===== config.mk =====
export PLATFORM = sky130hd
export DESIGN_NAME = alu_cmd_sequencer
export DESIGN_NICKNAME = d
export VERILOG_FILES = /design/src/rtl/alu_cmd_sequencer_pkg.sv /design/src/rtl/alu_cmd_sequencer.sv
export SDC_FILE = /design/constraint.sdc
export NUM_CORES = 1
export LEC_CHECK = 0
export ABC_CLOCK_PERIOD_IN_PS = 1500
export CAP_MARGIN = 30
export CORE_ASPECT_RATIO = 0.9
export CORE_MARGIN = 2
export CORE_UTILIZATION = 40
export CTS_CLUSTER_DIAMETER = 120
export DETAILED_ROUTE_END_ITERATION = 16
export GPL_TIMING_DRIVEN = 0
export PLACE_DENSITY = 0.74
export SLEW_MARGIN = 5
export SYNTH_ARGS = -nofsm -noshare
export SYNTH_HDL_FRONTEND = slang
export SYNTH_SLANG_ARGS = --single-unit
export TNS_END_PERCENT = 50

===== constraint.sdc =====
create_clock -name CLK -period 1.5 [get_ports CLK]
set_input_delay 0.45 -clock CLK [delete_from_list [all_inputs] [get_ports CLK]]
set_output_delay 0.45 -clock CLK [all_outputs]
set_load 0.01 [all_outputs]

===== src/rtl/alu_cmd_sequencer_pkg.sv =====
// Opcode constants shared with the ALU control decoder, plus the
// sequencer FSM state encoding.
package alu_cmd_sequencer_pkg;

   localparam logic [2:0] OP_ADD     = 3'b000;
   localparam logic [2:0] OP_SUB     = 3'b001;
   localparam logic [2:0] OP_SRA     = 3'b010;
   localparam logic [2:0] OP_SRL     = 3'b011;
   localparam logic [2:0] OP_SLL     = 3'b100;
   localparam logic [2:0] OP_AND     = 3'b101;
   localparam logic [2:0] OP_OR      = 3'b110;
   localparam logic [2:0] OP_ILLEGAL = 3'b111;

   typedef enum logic [1:0] {
      ST_IDLE = 2'b00,
      ST_EXEC = 2'b01,
      ST_RESP = 2'b10
   } state_t;

endpackage


===== src/rtl/alu_cmd_sequencer.sv =====
// Accepts ALU commands, iterates the external combinational ALU REP+1 times
// with the result fed back as operand A, and returns the final result.
module alu_cmd_sequencer
   import alu_cmd_sequencer_pkg::*;
#(
   parameter int WIDTH = 16,
   parameter int CNT_W = 4
) (
   input  logic             CLK,
   input  logic             RESET_N,
   input  logic             CMD_VALID,
   output logic             CMD_READY,
   input  logic [2:0]       CMD_OP,
   input  logic [WIDTH-1:0] CMD_A,
   input  logic [WIDTH-1:0] CMD_B,
   input  logic [CNT_W-1:0] CMD_REP,
   output logic [2:0]       ALU_OP,
   output logic [WIDTH-1:0] ALU_A,
   output logic [WIDTH-1:0] ALU_B,
   input  logic [WIDTH-1:0] ALU_RESULT,
   output logic             RSP_VALID,
   input  logic             RSP_READY,
   output logic [WIDTH-1:0] RSP_DATA,
   output logic             RSP_ERR,
   output logic             BUSY
);

   localparam logic [CNT_W-1:0] CNT_ONE = {{(CNT_W-1){1'b0}}, 1'b1};

   state_t           state, state_nxt;
   logic [2:0]       op;
   logic [WIDTH-1:0] acc;
   logic [WIDTH-1:0] b;
   logic [CNT_W-1:0] cnt;
   logic [WIDTH-1:0] rsp_data;
   logic             rsp_err;

   always_ff @(posedge CLK or negedge RESET_N) begin
      if (!RESET_N) state <= ST_IDLE;
      else          state <= state_nxt;
   end

   always_comb begin
      state_nxt = state;
      case (state)
         ST_IDLE: if (CMD_VALID) state_nxt = (CMD_OP == OP_ILLEGAL) ? ST_RESP : ST_EXEC;
         ST_EXEC: if (cnt == '0) state_nxt = ST_RESP;
         ST_RESP: if (RSP_READY) state_nxt = ST_IDLE;
         default: state_nxt = ST_IDLE;
      endcase
   end

   // Command latch, feedback accumulator, repeat counter and response hold.
   always_ff @(posedge CLK or negedge RESET_N) begin
      if (!RESET_N) begin
         op       <= '0;
         acc      <= '0;
         b        <= '0;
         cnt      <= '0;
         rsp_data <= '0;
         rsp_err  <= 1'b0;
      end else begin
         case (state)
            ST_IDLE: begin
               if (CMD_VALID) begin
                  if (CMD_OP == OP_ILLEGAL) begin
                     rsp_data <= '0;
                     rsp_err  <= 1'b1;
                  end else begin
                     op  <= CMD_OP;
                     acc <= CMD_A;
                     b   <= CMD_B;
                     cnt <= CMD_REP;
                  end
               end
            end
            ST_EXEC: begin
               acc <= ALU_RESULT;
               if (cnt == '0) begin
                  rsp_data <= ALU_RESULT;
                  rsp_err  <= 1'b0;
               end else begin
                  cnt <= cnt - CNT_ONE;
               end
            end
            default: ;
         endcase
      end
   end

   // Outside EXEC the ALU is parked on ADD 0+0.
   always_comb begin
      CMD_READY = (state == ST_IDLE);
      BUSY      = (state != ST_IDLE);
      RSP_VALID = (state == ST_RESP);
      RSP_DATA  = rsp_data;
      RSP_ERR   = rsp_err;
      ALU_OP    = OP_ADD;
      ALU_A     = '0;
      ALU_B     = '0;
      if (state == ST_EXEC) begin
         ALU_OP = op;
         ALU_A  = acc;
         ALU_B  = b;
      end
   end

endmodule


After elaboration in Yosys (flattened, before gate mapping). Index checks and enable logic that the tools add are counted.

Flip-flop bits (word level): 58. Output and inout bits: 55. Word-level logic and storage cells: 50.

$add $sub $neg: 1. Equality and inequality tests: 9. Multiplexer cells: 23. Bitwise gates (word level): 1. Reduce and logical (&&, ||, !) cells: 9.

Operator list (count): two-way mux 16 bit (7); one-hot mux 16 bit (2 select lines) (2); two-way mux 4 bit (3); AND reduction 3 bit (3); two-way mux 2 bit (4); inequality test 2 bit (second input constant) (4); one-hot mux 4 bit (2 select lines) (1); AND reduction 4 bit (2); one-hot mux 2 bit (3 select lines) (1); logical NOT 4 bit (1); inequality test 2 x 1 -> 1 bit (second input constant) (2); nonzero test 2 bit (2); subtractor 4 x 1 -> 4 bit (second input constant) (1); equality test 3 bit (second input constant) (1); two-way mux 1 bit (3); two-way mux 3 bit (1); equality test 2 x 1 -> 1 bit (second input constant) (1); equality test 2 bit (second input constant) (1); logical NOT 2 bit (1); one-hot mux 1 bit (2 select lines) (1); NOT 1 bit (1).

Logic depth before layout (Yosys ltp). Gate-level depths: netlist of run 1.

Depth after elaboration: 4. Depth in mapped cells: 7.

Worst setup path after synthesis of run 1. OpenSTA, ideal clock, no wires.

Kind: reg2reg. Start: register cnt[0]. End: register rsp_data[0] (netlist: RSP_DATA[0]). Setup time: 130 ps. Arrival: 1523 ps. Required time: 1370 ps. Path slack: -153 ps. Cell stages (with the launch flop): 8. Period minus slack after synthesis: 1653 ps. Cells stage by stage: dfrtp_1 > inv_1 > ha_1 > or3b_1 > buf_6 > buf_8 > a22oi_1 > o2bb2ai_1.

Longest elaborated chain between the ends: 3.

RTL lines: start: declaration (RTL line alu_cmd_sequencer.sv:34) `logic [CNT_W-1:0] cnt;`; start signal: assignment (RTL line alu_cmd_sequencer.sv:83) `cnt <= cnt - CNT_ONE;`; logical NOT 4 bit (RTL line alu_cmd_sequencer.sv:79) `if (cnt == '0) begin`; inequality test 2 bit (no source line); AND reduction 4 bit (no source line); end signal: assignment (RTL line alu_cmd_sequencer.sv:60) `rsp_data <= '0;`; end signal: assignment (RTL line alu_cmd_sequencer.sv:67) `rsp_data <= '0;`; end signal: assignment (RTL line alu_cmd_sequencer.sv:80) `rsp_data <= ALU_RESULT;`; end: declaration (RTL line alu_cmd_sequencer.sv:35) `logic [WIDTH-1:0] rsp_data;`.

No other way between the ends. A chain may end at the register's enable or synchronous reset.

Final worst setup path of run 1.
Start: register state[0]. End: output port ALU_B[5].

Longest elaborated chain between the ends: 2.

RTL lines: start: declaration (RTL line alu_cmd_sequencer.sv:30) `state_t state, state_nxt;`; start signal: assignment (RTL line alu_cmd_sequencer.sv:40) `else state <= state_nxt;`; equality test 2 x 1 -> 1 bit (RTL line alu_cmd_sequencer.sv:101) `if (state == ST_EXEC) begin`; two-way mux 16 bit (RTL line alu_cmd_sequencer.sv:101); end: declaration (RTL line alu_cmd_sequencer.sv:19) `output logic [WIDTH-1:0] ALU_B,`.

No other way between the ends.

==> impl_metrics.py, run 1 <==
metrics = {
    "die": {
        "num_rows": 29,
        "die_area_mm2": 0.008031,
        "die_w_um": 94.24,
        "initial_core_util_pct": 41.43,
        "ios": 114,
        "die_height_um": 85.22,
        "core-area_mm2": 0.007076,
    },
    "placed_design": {
        "place_inst": 464,
        "dp_hpwl_mm": 5.673,
        "dpl-instance-area_mm2": 0.004297,
        "io_buffers": 113,
        "gp_congestion": 0.7880,
    },
    "synth": {
        "synth-compound-area-share_pct": 18.91,
        "synth_edf_count": 0,
        "ys_ff_latch": 58,
        "syn_area_per_cell_um2": 11.36,
        "synth_cells": 258,
        "muxShareOfSynthArea_pct": 12.76,
        "synth_simple_gate_area_share_pct": 13.36,
        "ys_dominant_reg_cell": "dfrtp_1",
        "synth_area_mm2": 0.002932,
        "synth_top_area_share_pct": 49.51,
        "ys_seq_area_share_pct": 49.51,
        "synth_cell_type_count": 39,
        "synth_nets": 318,
        "async_flop_share_pct": 100.0,
        "ys.warnings.count": 0,
        "synthTopCellsByArea": "dfrtp_1 50%, and2_1 7.5%, mux2_2 7.3%, mux2i_1 5.5%, o2bb2ai_1 4.8%",
        "synthXorXnorAreaFrac_pct": 0,
        "synth_fa_ha_area_share_pct": 0.4268,
        "synth_area_leader_cell": "dfrtp_1",
        "synth_top_family_by_area": "compound AO/OA/AOI/OAI gates",
    },
    "worst_setup_path": {
        "crit_cells": 6,
        "cp_common_cell": "buf_6",
        "critPathBufInv": 4,
        "arrival_ns": 1.48,
        "cp_max_fo": 8,
        "reg2reg_setup_slack_ns": -0.15,
        "crit_required_ns": 1.05,
        "rr_worst_depth": 8,
        "path_delay_family": "buffers and inverters",
        "path_class": "flop to primary output",
        "startpoint_type": "flop",
        "critPathSlowestCell": "dfrtp_1",
        "endpoint": "ALU_B[5]",
        "crit_path_start": "state[0]",
        "rr_endpoint": "acc[7]",
        "path_cells": "buf_6, nor2b_4, buf_12, clkbuf_8, and2_4, buf_6",
        "timing.rr.start": "state[0]",
        "critical_path.max_stage_delay_ns": 0.37,
        "crit_path_end_kind": "primary output",
    },
    "outcome": {
        "violations": "setup timing",
        "status": "complete, but fails checks",
    },
    "clock_tree": {
        "hold_buffers": 0,
        "cts_tree": "built",
        "clkSinkCount": 58,
        "ctsHtreeMaxLevel": 3,
        "cts_root_buf": "clkbuf_8",
        "clk_latency_ns": 0.32,
        "cts_buffers": 9,
        "clock_path_buffers": 2,
        "clk_pin_slew_ns": 0.06,
    },
    "global_route": {
        "grt_pass1_wl_mm": 13.46,
        "grt_max_degree": 59,
        "grt_pass1_vias": 2632,
        "grt-ovfl-total": 0,
        "track_usage_pct": 21.91,
        "antenna_found_initial": 0,
    },
    "drt": {
        "drtIter0Drc": 70,
        "vias": 2599,
        "ant_nets": 0,
        "wire_per_inst_um": 17.04,
        "met2WireLength_mm": 3.981,
        "top_layer_used": "met4",
        "drt-pass1-iter-count": 4,
        "viasPerCell": 5.188,
        "finalWirelength_mm": 8.538,
        "met1_length_mm": 3.711,
        "route.met3.wl_um": 780,
        "drc_errors": 0,
    },
    "pwr": {
        "power_switching_mw": 3.945,
        "power_density_mw_per_mm2": 2285,
        "finalPower_mw": 11.21,
        "p_seq_share_pct": 25.3,
        "p_clk_share_pct": 14.2,
        "p_leak_nw": 2.146,
        "p_int_mw": 7.269,
        "switching_share_pct": 35.18,
        "vdd_drop_max_mv": 1.027,
        "combPwrFrac_pct": 60.5,
    },
    "timing": {
        "fmax_mhz": 518.4,
        "fin_worst_skew_ns": 0.005296,
        "worstMarginPinSlew_ns": 0.7398,
        "rsz0062_at_grt": "true",
        "finalHoldViolCount": 0,
        "drv_slew": 0,
        "layout_setup_ws_ns": -0.4291,
        "timing.final.crit_share_pct": 128.6,
        "fin_tns_setup_ns": -19.51,
        "slew-limit-headroom_pct": 50.68,
        "setup_viol": 85,
        "finalCriticalPeriod_ns": 1.929,
    },
    "worst_hold_path": {
        "hold_path_class": "input pin to async pin",
    },
    "layout": {
        "fin_nets": 463,
        "area_growth_pct": 67.39,
        "drive_above_1_share_pct": 42.65,
        "final_common_cell": "dfrtp_1",
        "layoutNonFillerInstCount": 501,
        "diodes": 0,
        "final_area_mm2": 0.004907,
        "mostFrequentLayoutCells": "57 x dfrtp_1, 56 x clkdlybuf4s50_1, 42 x buf_6, 29 x and2_4, 19 x mux2_2",
    },
    "job": {
        "cap_viol_max_count": 0,
    },
}
==> sequential cells by signal (all words and copies together), names as in the netlist <==
signal / cells
RSP_DATA: 16
b: 16
acc: 16
state: 2
RSP_ERR: 1
cnt: 4
op: 3
==> Yosys cell counts (2+ instances only) <==
library cell	instances
dfrtp_1	58
and2_1	35
o21ai_0	26
mux2_2	19
a22oi_1	18
mux2i_1	16
o2bb2ai_1	16
o21ai_1	10
clkbuf_1	9
buf_2	4
buf_4	4
nor2_1	4
a2bb2oi_1	3
buf_6	3
inv_1	3
nor2b_1	3
nand3b_1	2
o22ai_1	2
o31a_1	2
o31ai_1	2
==> kinds of logic after synthesis <==
kind of cell | after synthesis
AOI/OAI and AO/OA | 82
adders and majority gates | 1
buffers and inverters | 25
DFF | 58
muxes | 35
and+or+nand+nor | 57
==> per-stage QoR <==
step	utilization, %	setup WS, ns	hold WS (ns)
5_1_grt	69.35	-0.4884	0.2368
6_report	69.35	-0.4291	0.1735
3_5_place_dp	60.72	-0.7445	0.4840
2_1_floorplan	-	-0.06535	0.1544
3_3_place_gp	60.76	-1.951	0.4773
4_1_cts	68.65	-0.4700	0.2100
==> power groups by stage <==
stage	clock network, mW	registers (mW)	logic (mW)
2_1_floorplan	0	2.82	3.24
3_3_place_gp	0	2.82	5.42
3_5_place_dp	0	2.85	5.51
4_1_cts	1.62	2.82	6.63
5_1_grt	1.72	2.95	7.27
6_report	1.59	2.84	6.78
==> worst min-delay path by stage <==
| stage | endpoint | slack, ns | depth (start not counted) | from |
|---|---|---|---|---|
| CTS | RSP_DATA[2] | 0.21 | 1 | RESET_N |
| floorplan | RSP_DATA[0] | 0.15 | 0 | RESET_N |
| global route | acc[12] | 0.24 | 1 | RESET_N |
| global placement | b[3] | 0.48 | 1 | b[3] |
| detailed placement | b[1] | 0.48 | 1 | b[1] |
| finish | acc[11] | 0.17 | 1 | RESET_N |
==> cell type report <==
class                           count  area [um^2]
Fill cell                         567         2168
Multi-Input combinational cell    175         1528
Sequential cell                    58         1453
Timing Repair Buffer              135         1326
Buffer                             20        244.0
Clock buffer                       12        145.1
Tap cell                           93        116.4
Clock inverter                      4        75.07
Inverter                            4        20.02
==> what timing repair did <==
| action | 4_1_cts | 5_1_grt |
|---|---|---|
| buffers inserted | 17 | 1 |
| pin swaps | 31 | 4 |
| gates resized for setup | 259 | 31 |
| gates cloned | 4 | 0 |
| endpoints found under the setup margin | 102 | 109 |
==> routing by layer <==
layer	vias up	global-route usage, %
met1	1264	28.80
met5	-	0
met2	95	34.22
met3	7	7.904
li1	1233	-
met4	0	6.456
(Power assumes the default switching activity.)
==> run 2, diff against run 1 <==
ABC_AREA = 1   (was default)
CORE_UTILIZATION = 39   (was 40)
PLACE_DENSITY = 0.73   (was 0.74)
==> run 2 against run 1 <==
  * The flow still finishes with violations (setup timing)
  * Register-to-register slack is essentially flat
  * Power shrank 2.0%
  * Die area grew 1.1%
  * Sequential power shrank 5%
  * Largest cell class unchanged
==> impl_metrics.py, run 2 <==
metrics = {
    "layout": {
        "drive_above_1_share_pct": 33.08,
        "diodes": 0,
        "area_growth_pct": 76.93,
        "final_common_cell": "nand2_1",
        "fin_nets": 572,
        "mostFrequentLayoutCells": "108 x nand2_1, 57 x dfrtp_1, 57 x inv_1, 57 x clkdlybuf4s50_1, 46 x buf_6",
        "layoutNonFillerInstCount": 610,
    },
    "clock_tree": {
        "clk_pin_slew_ns": 0.07,
        "ctsHtreeMaxLevel": 3,
        "cts_tree": "built",
        "clock_path_buffers": 2,
        "clkSinkCount": 58,
        "cts_root_buf": "clkbuf_8",
        "clk_latency_ns": 0.33,
        "cts_buffers": 9,
    },
    "global_route": {
        "grt-ovfl-total": 0,
        "gr-max-usage-layer": "met2",
        "grt_pass1_wl_mm": 13.74,
        "use_met2_pct": 37.01,
        "grt_use_met3_pct": 3.339,
        "track_usage_pct": 22.29,
        "met1_usage_pct": 28.77,
        "antenna_found_initial": 0,
        "grt_max_degree": 33,
        "grt_pass1_vias": 2802,
    },
    "die": {
        "ios": 114,
        "initial_core_util_pct": 40.64,
        "num_rows": 29,
        "die_area_mm2": 0.008117,
        "core-area_mm2": 0.007112,
        "die_w_um": 94.75,
        "die_height_um": 85.67,
    },
    "worst_setup_path": {
        "rr_worst_depth": 11,
        "arrival_ns": 1.43,
        "crit_required_ns": 1.05,
        "crit_path_end_kind": "primary output",
        "cp_max_fo": 6,
        "timing.rr.start": "state[0]",
        "path_class": "flop to primary output",
        "startpoint_type": "flop",
        "reg2reg_setup_slack_ns": -0.16,
        "rr_endpoint": "op[2]",
    },
    "timing": {
        "fmax_mhz": 531.0,
        "slew-limit-headroom_pct": 57.08,
        "fin_tns_setup_ns": -17.28,
        "worstMarginPinSlew_ns": 0.6438,
        "hold_ws_ns": 0.1352,
        "finalCriticalPeriod_ns": 1.883,
        "layout_setup_ws_ns": -0.3831,
        "timing.final.crit_share_pct": 125.5,
        "rsz0062_at_grt": "true",
        "fin_worst_skew_ns": 0.009371,
        "setup_viol": 93,
        "drv_slew": 0,
        "finalHoldViolCount": 0,
    },
    "pwr": {
        "power_switching_mw": 4.480,
        "switching_share_pct": 40.76,
        "vdd_drop_max_mv": 1.680,
        "finalPower_mw": 10.99,
        "combPwrFrac_pct": 60.9,
        "p_leak_nw": 2.501,
        "p_clk_share_pct": 14.5,
        "power_density_mw_per_mm2": 2149,
        "p_seq_share_pct": 24.6,
        "p_int_mw": 6.512,
    },
    "synth": {
        "synth_edf_count": 0,
        "yosysMostFrequentCell": "nand2_1",
        "ys_ff_latch": 58,
        "async_flop_share_pct": 100.0,
        "synth_common_cells": "114 x nand2_1, 58 x dfrtp_1, 58 x inv_1, 39 x nor2_1, 26 x o21ai_0",
        "ys_dominant_reg_cell": "dfrtp_1",
        "synth_area_leader_cell": "dfrtp_1",
        "ys_seq_area_share_pct": 50.22,
        "synth_cells": 363,
        "synth_top_area_share_pct": 50.22,
        "synthTopCellsByArea": "dfrtp_1 50%, nand2_1 15%, inv_1 7.5%, o21ai_2 5.8%, nor2_1 5.1%",
        "synth_cell_type_count": 21,
        "synth_area_mm2": 0.002890,
        "ys.warnings.count": 0,
        "synth_nets": 423,
        "syn_area_per_cell_um2": 7.962,
    },
    "placed_design": {
        "dp_slack_ns": -0.6929,
        "place_inst": 570,
        "io_buffers": 113,
        "gp_congestion": 0.8136,
        "dp_hpwl_mm": 6.065,
    },
    "outcome": {
        "violations": "setup timing",
        "status": "complete, but fails checks",
    },
    "drt": {
        "drt-pass1-iter-count": 5,
        "vias": 2841,
        "drc_errors": 0,
        "drtIter0Drc": 109,
        "ant_nets": 0,
        "finalWirelength_mm": 8.885,
        "viasPerCell": 4.657,
        "wire_per_inst_um": 14.57,
    },
    "worst_hold_path": {
        "hold_path_class": "input pin to async pin",
    },
    "job": {
        "cap_viol_max_count": 0,
    },
}
## run 2: worst max-delay path by stage
stage	end	startpoint	slack, ns	cells after the start
after global placement	acc[9]	RESET_N	-1.87	1
final	ALU_B[14]	state[1]	-0.38	6
after detailed placement	ALU_A[11]	state[1]	-0.69	7
after CTS	ALU_B[12]	state[1]	-0.43	6
after floorplan	ALU_A[0]	state[1]	-0.06	6
after global routing	ALU_B[14]	state[1]	-0.43	6
## run 2: area by class of cell
| type | instances | area [um^2] |
|---|---|---|
| fill | 554 | 1998 |
| timing repair buffer | 139 | 1480 |
| sequential | 58 | 1453 |
| multi-input combinational | 226 | 1364 |
| buffer | 17 | 247.7 |
| inverter | 61 | 234.0 |
| clock buffer | 11 | 141.4 |
| tap | 93 | 116.4 |
| clock inverter | 5 | 77.57 |
## run 2: worst max-delay path, stage by stage (launching register included)
cell     delay (ns)
dfrtp_1        0.39
inv_2          0.08
nand2_4        0.09
buf_12         0.17
buf_12         0.15
nor2_4         0.11
buf_6          0.11
## run 2: power by group through the flow
stage	sequential (mW)	clock, mW	combinational (mW)
2_1_floorplan	2.79	0	3.31
3_3_place_gp	2.71	0	5.28
3_5_place_dp	2.74	0	5.39
4_1_cts	2.69	1.61	6.07
5_1_grt	2.80	1.68	7.24
6_report	2.71	1.59	6.69
## run 2: cell families (layout without fill, tap and decap cells)
| kind of cell | Yosys count | in the layout | synth area share [%] |
|---|---|---|---|
| simple gates | 165 | 165 | 23.07 |
| flops | 58 | 58 | 50.22 |
| compound gates | 60 | 60 | 12.94 |
| fa+ha+maj | 1 | 1 | 0.4328 |
| buf+inv | 79 | 233 | 13.33 |
## run 2: stage by stage
step / area [um^2] / utilization (%)
after floorplan: 3146 / -
after global placement: 4393 / 61.77
after detailed placement: 4408 / 61.98
after CTS: 4866 / 68.42
after global routing: 5114 / 71.90
final: 5114 / 71.90
## run 2: repair_timing
item | CTS | global route
pin swaps | 3 | 9
cloned | 5 | 3
setup endpoints to repair | 100 | 93
hold buffers | 0 | 0
buffers inserted | 8 | 12
resized for setup | 221 | 64
## run 2: metal layers
| metal | vias up | routed length, um |
|---|---|---|
| met2 | 67 | 4580 |
| li1 | 1408 | - |
| met4 | 0 | 231 |
| met3 | 19 | 327 |
| met5 | - | 0 |
| met1 | 1347 | 3745 |
